$ cat src/rtl/seq_tx_pkg.sv
// Shared types for the serial pattern transmitter.
// Holds the FSM state encoding and the captured config word.
package seq_tx_pkg;

    localparam int TX_PAT_W = 8;
    localparam int TX_CNT_W = 8;
    localparam int TX_GAP_W = 4;
    localparam int TX_LEN_W = $clog2(TX_PAT_W);

    typedef enum logic [1:0] {
        IDLE = 2'd0,
        SEND = 2'd1,
        GAP  = 2'd2,
        DONE = 2'd3
    } state_t;

    typedef struct packed {
        logic [TX_PAT_W-1:0] pattern;
        logic [TX_LEN_W-1:0] len_m1;
        logic [TX_CNT_W-1:0] repeat_m1;
        logic [TX_GAP_W-1:0] gap;
        logic                idle_level;
    } cfg_t;

    // Lengths beyond the pattern register fall back to the full width.
    function automatic logic [TX_LEN_W-1:0] clamp_len(
        input logic [TX_LEN_W-1:0] len
    );
        if (int'(len) >= TX_PAT_W)
            return TX_LEN_W'(TX_PAT_W - 1);
        return len;
    endfunction

endpackage

$ cat src/rtl/seq_tx_downcnt.sv
// Loadable down-counter with a zero flag.
// Load wins over decrement; the count holds at zero.
module seq_tx_downcnt #(
    parameter int W = 4
) (
    input  logic         clk,
    input  logic         rst,
    input  logic         load,
    input  logic [W-1:0] load_val,
    input  logic         dec,
    output logic [W-1:0] count,
    output logic         zero
);

    always_ff @(posedge clk) begin
        if (rst)
            count <= '0;
        else if (load)
            count <= load_val;
        else if (dec && !zero)
            count <= count - 1'b1;
    end

    assign zero = (count == '0);

endmodule

$ cat src/rtl/seq_pattern_tx.sv
// Serial pattern transmitter: shifts a captured pattern out MSB-first,
// repeating it with optional idle gaps, then pulses done.
module seq_pattern_tx
    import seq_tx_pkg::*;
#(
    parameter int PAT_W = TX_PAT_W,
    parameter int CNT_W = TX_CNT_W,
    parameter int GAP_W = TX_GAP_W,
    parameter int LEN_W = $clog2(PAT_W)
) (
    input  logic             clk,
    input  logic             rst,
    input  logic             start_valid,
    output logic             start_ready,
    input  logic [PAT_W-1:0] pattern,
    input  logic [LEN_W-1:0] len_m1,
    input  logic [CNT_W-1:0] repeat_m1,
    input  logic [GAP_W-1:0] gap,
    input  logic             idle_level,
    input  logic             abort,
    output logic             bit_out,
    output logic             bit_valid,
    output logic             busy,
    output logic             done
);

    state_t state_q, state_d;
    cfg_t   cfg_q, cfg_d;

    logic [CNT_W-1:0] rep_q;
    logic             rep_clr, rep_inc;
    logic             cfg_load;
    logic             accept;

    logic [LEN_W-1:0] idx, idx_val;
    logic             idx_load, idx_dec, idx_zero;
    logic [GAP_W-1:0] gcnt, g_val;
    logic             g_load, g_dec, g_zero;

    assign accept = start_valid && start_ready;

    assign cfg_d = '{
        pattern:    pattern,
        len_m1:     clamp_len(len_m1),
        repeat_m1:  repeat_m1,
        gap:        gap,
        idle_level: idle_level
    };

    seq_tx_downcnt #(.W(LEN_W)) u_idx (
        .clk      (clk),
        .rst      (rst),
        .load     (idx_load),
        .load_val (idx_val),
        .dec      (idx_dec),
        .count    (idx),
        .zero     (idx_zero)
    );

    seq_tx_downcnt #(.W(GAP_W)) u_gcnt (
        .clk      (clk),
        .rst      (rst),
        .load     (g_load),
        .load_val (g_val),
        .dec      (g_dec),
        .count    (gcnt),
        .zero     (g_zero)
    );

    always_ff @(posedge clk) begin
        if (rst) begin
            state_q <= IDLE;
            cfg_q   <= '0;
            rep_q   <= '0;
        end else begin
            state_q <= state_d;
            if (cfg_load)
                cfg_q <= cfg_d;
            if (rep_clr)
                rep_q <= '0;
            else if (rep_inc)
                rep_q <= rep_q + 1'b1;
        end
    end

    always_comb begin
        state_d  = state_q;
        cfg_load = 1'b0;
        rep_clr  = 1'b0;
        rep_inc  = 1'b0;
        idx_load = 1'b0;
        idx_val  = cfg_q.len_m1;
        idx_dec  = 1'b0;
        g_load   = 1'b0;
        g_val    = cfg_q.gap - 1'b1;
        g_dec    = 1'b0;

        unique case (state_q)
            IDLE: begin
                if (accept) begin
                    cfg_load = 1'b1;
                    rep_clr  = 1'b1;
                    idx_load = 1'b1;
                    idx_val  = cfg_d.len_m1;
                    state_d  = SEND;
                end
            end
            SEND: begin
                if (abort) begin
                    state_d = IDLE;
                end else if (!idx_zero) begin
                    idx_dec = 1'b1;
                end else if (rep_q == cfg_q.repeat_m1) begin
                    state_d = DONE;
                end else if (cfg_q.gap != '0) begin
                    rep_inc = 1'b1;
                    g_load  = 1'b1;
                    state_d = GAP;
                end else begin
                    rep_inc  = 1'b1;
                    idx_load = 1'b1;
                end
            end
            GAP: begin
                if (abort) begin
                    state_d = IDLE;
                end else if (g_zero) begin
                    idx_load = 1'b1;
                    state_d  = SEND;
                end else begin
                    g_dec = |gcnt;
                end
            end
            DONE: begin
                state_d = IDLE;
            end
            default: state_d = IDLE;
        endcase
    end

    // Line outputs come straight from registered state and config.
    assign bit_valid   = (state_q == SEND);
    assign bit_out     = bit_valid ? cfg_q.pattern[idx] : cfg_q.idle_level;
    assign busy        = (state_q != IDLE);
    assign done        = (state_q == DONE);
    assign start_ready = (state_q == IDLE) && !rst;

endmodule

$ cat config.mk
export PLATFORM = sky130hd
export DESIGN_NAME = seq_pattern_tx
export DESIGN_NICKNAME = d
export VERILOG_FILES = /design/src/rtl/seq_tx_pkg.sv /design/src/rtl/seq_tx_downcnt.sv /design/src/rtl/seq_pattern_tx.sv
export SDC_FILE = /design/constraint.sdc
export NUM_CORES = 1
export LEC_CHECK = 0
export CORE_MARGIN = 2
export CORE_UTILIZATION = 45
export CTS_BUF_LIST = sky130_fd_sc_hd__clkbuf_16
export DETAILED_ROUTE_END_ITERATION = 10
export PLACE_DENSITY = 0.73
export SYNTH_ARGS = -nofsm -noshare
export SYNTH_HDL_FRONTEND = slang
export SYNTH_SLANG_ARGS = --single-unit
$ cat constraint.sdc
create_clock -name clk -period 3 [get_ports clk]
set_input_delay 0.45 -clock clk [delete_from_list [all_inputs] [get_ports clk]]
set_output_delay 0.45 -clock clk [all_outputs]
set_load 0.03 [all_outputs]
**Word level (Yosys, flattened, before mapping)**

Cells that the tools add are included.

- Add/sub/neg operators: 4
- Magnitude comparators: 1
- Eq/ne operators: 8
- Muxes and demuxes: 41
- Reductions and logical operators: 17

Operators with widths:

| cell | number |
|---|---|
| two-way mux 1 bit | 25 |
| two-way mux 2 bit | 7 |
| two-way mux 3 bit | 4 |
| adder 8 x 1 -> 8 bit, second input constant | 1 |
| equality test 8 bit | 1 |
| two-way mux 4 bit | 2 |
| one-hot mux 2 bit (4 select lines) | 1 |
| subtractor 4 x 1 -> 4 bit, second input constant | 2 |
| != test 3 x 2 -> 1 bit, second input constant | 2 |
| nonzero test 2 bit | 3 |
| equality test 2 bit, second input constant | 2 |
| logical AND 1 bit | 4 |
| logical NOT 4 bit | 1 |
| < comparator 3 x 4 -> 1 bit, second input constant | 1 |
| != test 4 x 2 -> 1 bit, second input constant | 1 |
| AND reduction 4 bit | 1 |
| nonzero test 4 bit | 1 |
| OR reduction 4 bit | 1 |
| binary-select mux 1 bit (select 3 bit) | 1 |
| logical NOT 1 bit | 3 |
| logical NOT 3 bit | 1 |
| one-hot mux 1 bit (3 select lines) | 1 |
| subtractor 3 x 1 -> 3 bit, second input constant | 1 |
| equality test 2 x 1 -> 1 bit, second input constant | 1 |
| other kinds (3) | 3 |

- Register bits after elaboration: 41
- Input port bits: 28
- Output and inout bits: 5
- Logic and storage cells: 80

**Longest topological paths before layout**

Gate-level depths: netlist of the first run.

- Depth after elaboration: 7
- Gate-level depth with buffers: 12
- Depth with buffers taken out: 11

**Cells and area by module**

Synthesis of the first run repeated with hierarchy kept, for this count alone.

- Cell total of the unflattened synthesis: 252
- Area, all modules: 2212.1 um^2

Modules (own cells, without submodules):

| module | times used | cells an instance | area each (um^2) | sequential area each (um^2) |
|---|---|---|---|---|
| seq_pattern_tx | 1 | 202 | 1766.7 | 680.7 |
| seq_tx_downcnt (u_gcnt) | 1 | 29 | 262.8 | 80.1 |
| seq_tx_downcnt (u_idx) | 1 | 21 | 182.7 | 60.1 |

**Worst setup path after synthesis of the first run**

No wires, ideal clock.

- Kind: register to register
- From: register u_idx.count[0]
- To: register u_gcnt.count[2]
- Library setup time: 0.124 ns
- Arrival time: 2.055 ns
- Required time: 2.876 ns
- Path slack: 0.821 ns
- Cell stages (with the launch flop): 13
- Buffers on the path: 1
- Clock period less this slack: 2.179 ns
- Cell sequence: dfxtp_1 inv_1 ha_1 nand2b_4 nor3_4 o21a_1 buf_6 nand2_2 mux2i_1 ha_1 xor2_1 o31ai_1 nor3_1

- Longest elaborated chain between the ends: 5
- Elaborated cells on any way between the ends: 6
- Those cells by class: mux (4); reduce/logical (2)

Ends and longest elaborated chain:

| what | line | RTL |
|---|---|---|
| start, declared | seq_tx_downcnt.sv:11 | `output logic [W-1:0] count,` |
| start signal, assigned | seq_tx_downcnt.sv:19 | `count <= load_val;` |
| start signal, assigned | seq_tx_downcnt.sv:21 | `count <= count - 1'b1;` |
| logical NOT 3 bit (*) | seq_tx_downcnt.sv:24 | `assign zero = (count == '0);` |
| two-way mux 1 bit (*) | seq_pattern_tx.sv:111 | `end else if (!idx_zero) begin` |
| two-way mux 1 bit (*) | seq_pattern_tx.sv:109 | `if (abort) begin` |
| two-way mux 1 bit (*) | seq_pattern_tx.sv:98 | `unique case (state_q)` |
| two-way mux 4 bit or nonzero test 2 bit (tied branches) | - |  |
| end signal, assigned | seq_tx_downcnt.sv:19 |  |
| end signal, assigned | seq_tx_downcnt.sv:21 |  |
| end, declared | seq_tx_downcnt.sv:11 |  |

Mark *: on every way between the ends. The rest lies on a longest branch, timed or not.
A chain may end at the register's enable or synchronous reset.

**Worst setup path after layout of the first run**

- From: register u_idx.count[0]
- To: output bit_out

- Longest elaborated chain between the ends: 3

Ends and longest elaborated chain:

| what | line | RTL |
|---|---|---|
| binary-select mux 1 bit (select 3 bit) | seq_pattern_tx.sv:143 | `assign bit_out = bit_valid ? cfg_q.pattern[idx] : cfg_q.idle_level;` |
| two-way mux 1 bit (not written as such) | seq_pattern_tx.sv:143 |  |
| two-way mux 1 bit | seq_pattern_tx.sv:143 |  |
| end, declared | seq_pattern_tx.sv:21 | `output logic bit_out,` |

No other way between the ends. The select of a mux whose other input is x is not followed.

==> results.py, run 1 <==
metrics = {
    "setup_path": {
        "cp_data_arrival_time_ns": 2.10,
        "critPathLaunchType": "flop",
        "critPathRequiredTime_ns": 2.55,
        "cp_max_fo": 4,
        "end_kind": "primary output",
        "crit_type": "reg2out",
    },
    "floorplan": {
        "die_area_um2": 5310,
        "ios": 33,
        "core-area_um2": 4661,
        "num_rows": 25,
        "die_x_um": 72.87,
        "start_util": 0.4580,
        "die_h_um": 72.87,
    },
    "synth": {
        "ys.flop_type": "dfxtp_1",
        "synthTopCellsByCount": "dfxtp_1 (41), nand2_1 (27), o21ai_0 (27)",
        "synth_top_family_by_area": "simple AND/OR/NAND/NOR gates",
        "syn-instance-count": 237,
        "ys_seq_area_frac": 0.3845,
        "yosysUniqueCellTypes": 50,
        "synth_compound_area_frac": 0.1612,
        "ys_async_sr_fraction": 0,
        "synthDominantAreaCellType": "dfxtp_1",
        "synth.area.top_cells": "dfxtp_1 (38%), o21ai_0 (6.3%), nand2b_1 (6.2%), xnor2_1 (4.9%), nand2_1 (4.7%)",
        "avgSynthCellArea_um2": 9.007,
        "synth_edf_count": 0,
        "yosysTopAreaCellShare": 0.3845,
        "synth_area_um2": 2135,
        "muxShareOfSynthArea": 0.06975,
        "ys_ff_latch": 41,
        "yosys.cell_count.top_type": "dfxtp_1",
        "synthSimpleGateAreaFrac": 0.2603,
        "syn_nets": 269,
        "synth_fa_ha_area_frac": 0.02345,
        "yosysWarnings": 0,
        "synth-xor-area-share": 0.06565,
    },
    "place": {
        "dp_hpwl_um": 2913,
        "place.port_buffers": 32,
        "gp_congestion": 0.7794,
        "dp.cells": 317,
    },
    "flow_run": {
        "drv_cap": 0,
    },
    "global_routing": {
        "grt_pass1_vias": 1582,
        "grt_overflow": 0,
        "grt_usage": 0.1683,
        "grt_max_degree": 50,
        "antenna_found_initial": 0,
        "grt_pass1_wl_um": 6941,
    },
    "finish": {
        "fin_util": 0.5648,
        "multi_input_area_um2": 1239,
        "insertedDiodeCount": 0,
        "final_cells": 324,
        "fin_nets": 302,
        "register_area_um2": 820.8,
        "syn2layout_area_growth_pct": 23.33,
        "layout-drive-gt1-share": 0.1333,
        "nFillCells": 418,
    },
    "sta": {
        "slew_violations": 0,
        "slew_headroom": 0.7113,
        "final_hold_viol_count": 0,
        "fin_crit_sh": 0.8494,
        "tightestPinTransition_ns": 0.4331,
        "rsz0062_at_grt": "false",
        "post-route-min-period_ns": 2.548,
        "setup_viol": 0,
        "setup_tns_ns": 0,
        "max_freq_ghz": 0.3924,
        "fin_skew_ns": 0.005827,
    },
    "cts": {
        "cts_resized": 0,
        "holdBufCountCts": 0,
        "clock_tree.buffer_depth": 2,
        "cts_tree": "built",
        "cts_made_buffers": 5,
        "path_clk_slew_ns": 0.05,
        "clock_latency_ns": 0.28,
        "post_cts_buffers": 0,
        "cts_max_level": 2,
        "clock-sinks": 41,
        "cts-root-buf": "clkbuf_16",
    },
    "detailed_routing": {
        "first_pass_iters": 4,
        "final_antenna_net_count": 0,
        "routed_wl_um": 4037,
        "route.vias.total": 1670,
        "drt_iter0_markers": 122,
        "via_per_inst": 5.154,
        "wire_per_inst_um": 12.46,
        "drc": 0,
    },
    "worst_hold_path": {
        "holdCritPathClass": "reg2reg",
    },
    "power_and_ir_drop": {
        "leakage_nw": 0.9070,
        "p_per_area_nw_per_um2": 527.7,
        "peakVddDrop_v": 0.0002779,
        "power_mw": 1.389,
    },
    "outcome": {
        "status": "finished clean",
    },
}
-- critical path: stages, from the launching register on --
cell,delay (ns)
dfxtp_1,0.44
mux4_2,0.54
mux2i_1,0.13
o21ai_0,0.11
clkdlybuf4s50_1,0.61
-- path summary, 6_finish.rpt --
path	cells past startpoint	endpoint	start	slack [ns]
max	4	bit_out	u_idx.count[0]	0.45
min	2	cfg_q[19]	cfg_q[19]	0.47
max reg2reg	11	u_gcnt.count[2]	u_idx.count[0]	0.66
min reg2reg	2	cfg_q[19]	cfg_q[19]	0.47
-- routing by layer --
layer / part of all wire / wire length, um / GRT usage / up-vias
met2: 0.46 / 1874 / 0.2889 / 29
met4: 0.013 / 53 / 0.04938 / 0
met1: 0.48 / 1931 / 0.2026 / 750
met3: 0.044 / 177 / 0.05110 / 5
li1: - / - / - / 886
met5: 0 / 0 / 0 / -
-- cell type report --
| type | instances | share of cell area |
|---|---|---|
| Clock buffer | 5 | 0.04753 |
| Clock inverter | 2 | 0.002852 |
| Inverter | 4 | 0.005703 |
| Multi-Input combinational cell | 181 | 0.4705 |
| Sequential cell | 41 | 0.3118 |
| Tap cell | 54 | 0.02567 |
| Timing Repair Buffer | 37 | 0.1359 |
-- cell families after synthesis --
family,after synthesis
compound gates,52
xor+xnor,16
fa+ha+maj,4
buf+inv,15
flops,41
mux,12
simple gates,97
-- through the flow --
step                cell area (um^2)  worst slack (ns)  hold WS (ns)
floorplan                       2135            0.8211        0.4461
CTS                             2633            0.4326        0.4760
global route                    2633            0.3702        0.4984
detailed placement              2500            0.4736        0.4668
global placement                2500            0.5420        0.4596
finish                          2633            0.4518        0.4708
-- power breakdown --
group | switching (mW) | internal, mW
registers | 0.0318 | 0.582
clock network | 0.196 | 0.297
logic | 0.144 | 0.137
total | 0.372 | 1.02
-- state kept, by name, indices dropped and copies added (netlist names) --
signal        cells
state_q           2
rep_q             8
u_idx.count       3
cfg_q            24
u_gcnt.count      4
-- layout by cell type (no fill, tap or decap), types with 2 or more instances in the layout --
cell type and instances:
ha_1 4, nand2_1 27, nor2_1 17, buf_4 5, o21ai_0 27, or2_4 2, xor2_1 4, xnor2_1 12
o211ai_1 2, nand4_2 2, o31ai_1 2, mux4_2 2, a211oi_2 3, clkbuf_16 5, clkdlybuf4s50_1 32, a21oi_1 6
inv_1 5, mux2_1 3, dfxtp_1 41, mux2i_1 7, nor2_2 4, a211oi_1 3, nor3_1 3, nand3_1 3
nand2b_1 21, or3_1 3
Note: power is estimated with default switching activity, not from simulation.
==> run 2: changes to the inputs <==
- clock period: 3 -> 2.4 ns (I/O delays scaled with it)
==> run 2 against run 1 <==
Against the previous run: sequential cell count stayed put; sequential power up 25%; non-clock buffer count increased by 3; first-iteration DRC count decreased by 22%; register-to-register slack worse by 0.42 ns; clock power up 24%; largest cell class unchanged; highest routed layer unchanged.
==> results.py, run 2 (synthesized netlist as in run 1, its figures left out) <==
metrics = {
    "setup_path": {
        "crit_type": "reg2out",
        "critPathRequiredTime_ns": 2.04,
        "r2r-end": "u_gcnt.count[2]",
        "end_kind": "primary output",
        "critPathLaunchType": "flop",
        "cp_max_fo": 4,
        "r2r_start": "u_idx.count[0]",
        "r2r_setup_slack_ns": 0.24,
        "reg2reg_depth": 11,
        "cp_data_arrival_time_ns": 1.81,
    },
    "power_and_ir_drop": {
        "peakVddDrop_v": 0.0004003,
        "seq_power_share": 0.439,
        "clkPwrFrac": 0.350,
        "p_sw_frac": 0.2666,
        "intPower_mw": 1.284,
        "power_frac_comb": 0.211,
        "leakage_nw": 0.9306,
        "p_per_area_nw_per_um2": 657.1,
        "switchingPower_mw": 0.4667,
    },
    "floorplan": {
        "core-area_um2": 4661,
        "ios": 33,
        "start_util": 0.4580,
        "num_rows": 25,
        "die_h_um": 72.87,
        "die_x_um": 72.87,
        "die_area_um2": 5310,
    },
    "finish": {
        "fin_nets": 305,
        "syn2layout_area_growth_pct": 24.79,
        "top_regs": "cfg_q: 24 flops, rep_q: 8 flops, u_gcnt.count: 4 flops",
        "top_register": "cfg_q",
        "insertedDiodeCount": 0,
        "layout_common_cells": "dfxtp_1 (41), clkdlybuf4s50_1 (30), nand2_1 (27), o21ai_0 (27), nand2b_1 (21)",
        "register_area_um2": 820.8,
        "layout-drive-gt1-share": 0.1465,
        "nFillCells": 433,
        "largest_reg_flops": 24,
        "multi_input_area_um2": 1239,
        "final_common_cell": "dfxtp_1",
        "fin_util": 0.5715,
    },
    "global_routing": {
        "grt_usage": 0.1792,
        "antenna_found_initial": 0,
        "grt_overflow": 0,
        "grt_max_degree": 50,
        "grt_pass1_vias": 1638,
        "grt_pass1_wl_um": 7396,
    },
    "sta": {
        "setup_viol": 0,
        "fin_crit_sh": 0.9043,
        "rsz0062_at_grt": "false",
        "final_hold_viol_count": 0,
        "tightestPinTransition_ns": 0.4023,
        "slew_headroom": 0.7297,
        "slew_violations": 0,
        "max_freq_ghz": 0.4607,
        "setup_tns_ns": 0,
        "post-route-min-period_ns": 2.170,
        "fin_skew_ns": 0.003396,
    },
    "cts": {
        "cts_tree": "built",
        "clock-sinks": 41,
        "clock_latency_ns": 0.28,
        "clock_tree.buffer_depth": 2,
        "cts_max_level": 2,
        "cts_made_buffers": 5,
        "cts-root-buf": "clkbuf_16",
        "path_clk_slew_ns": 0.05,
        "post_cts_buffers": 0,
        "holdBufCountCts": 0,
    },
    "place": {
        "dp_hpwl_um": 2979,
        "place.port_buffers": 32,
        "gp_congestion": 0.8241,
    },
    "detailed_routing": {
        "wire_per_inst_um": 13.06,
        "route.vias.total": 1729,
        "drc": 0,
        "first_pass_iters": 4,
        "routed_wl_um": 4271,
        "drt_iter0_markers": 95,
        "final_antenna_net_count": 0,
        "via_per_inst": 5.287,
    },
    "worst_hold_path": {
        "holdCritPathClass": "reg2reg",
        "holdPathStages": 2,
        "hp-start": "cfg_q[19]",
        "min_to": "cfg_q[19]",
    },
    "outcome": {
        "status": "finished clean",
    },
    "flow_run": {
        "drv_cap": 0,
    },
}
run 2: cell count changes in the layout (fill, tap and decap cells not counted):
cell | previous run | this run
buf_12 | 0 | 1
buf_4 | 5 | 8
clkdlybuf4s50_1 | 32 | 30
dlygate4sd2_1 | 0 | 1
run 2: per-stage QoR:
stage	std cells	worst slack, ns	power (mW)	hold WS (ns)	cell area [um^2]
2_1_floorplan	237	0.2211	1.023	0.4461	2135
3_3_place_gp	320	0.1690	1.148	0.4598	2532
3_5_place_dp	320	0.1393	1.153	0.4642	2532
4_1_cts	327	0.2057	1.770	0.4729	2664
5_1_grt	327	0.05333	1.845	0.4918	2664
6_report	327	0.2296	1.750	0.4692	2664
run 2: worst max-delay path by stage:
stage / from / endpoint / slack, ns / cells after the start
global placement: abort / u_gcnt.count[2] / 0.17 / 9
detailed placement: abort / u_gcnt.count[2] / 0.14 / 9
floorplan: u_idx.count[0] / u_gcnt.count[2] / 0.22 / 12
finish: u_idx.count[0] / bit_out / 0.23 / 4
global route: u_idx.count[0] / u_gcnt.count[2] / 0.05 / 11
CTS: u_idx.count[0] / bit_out / 0.21 / 4
run 2: layer usage:
layer	vias up	part of all wire	wire (um)	track usage
li1	889	-	-	-
met1	802	0.47	1999	0.2276
met2	34	0.48	2042	0.3040
met3	4	0.045	192	0.04282
met4	0	0.0084	36	0.04938
met5	-	0	0	0
run 2: layout make-up:
class	instances	area share
clock buffers	5	0.04697
clock inverters	2	0.002818
inverters	4	0.005636
multi-input cells	181	0.4650
flip-flops and latches	41	0.3081
well taps	54	0.02536
repair buffers	40	0.1461
run 2: timing repair:
item | 4_1_cts | 5_1_grt
resized for setup | 1 | 0
setup endpoints to repair | 1 | 0
endpoints found under the hold margin | 0 | 0
run 2: critical path, cell delays in order, from the launching register on:
cell	delay (ns)
dfxtp_1	0.42
mux4_2	0.52
mux2i_1	0.13
o21ai_0	0.10
dlygate4sd2_1	0.37
run 2: power groups by stage:
stage | registers, mW | clock network [mW] | logic [mW]
2_1_floorplan | 0.771 | 0 | 0.252
3_3_place_gp | 0.782 | 0 | 0.366
4_1_cts | 0.769 | 0.629 | 0.372
5_1_grt | 0.775 | 0.661 | 0.409
6_report | 0.768 | 0.612 | 0.370
3_5_place_dp | 0.783 | 0 | 0.370
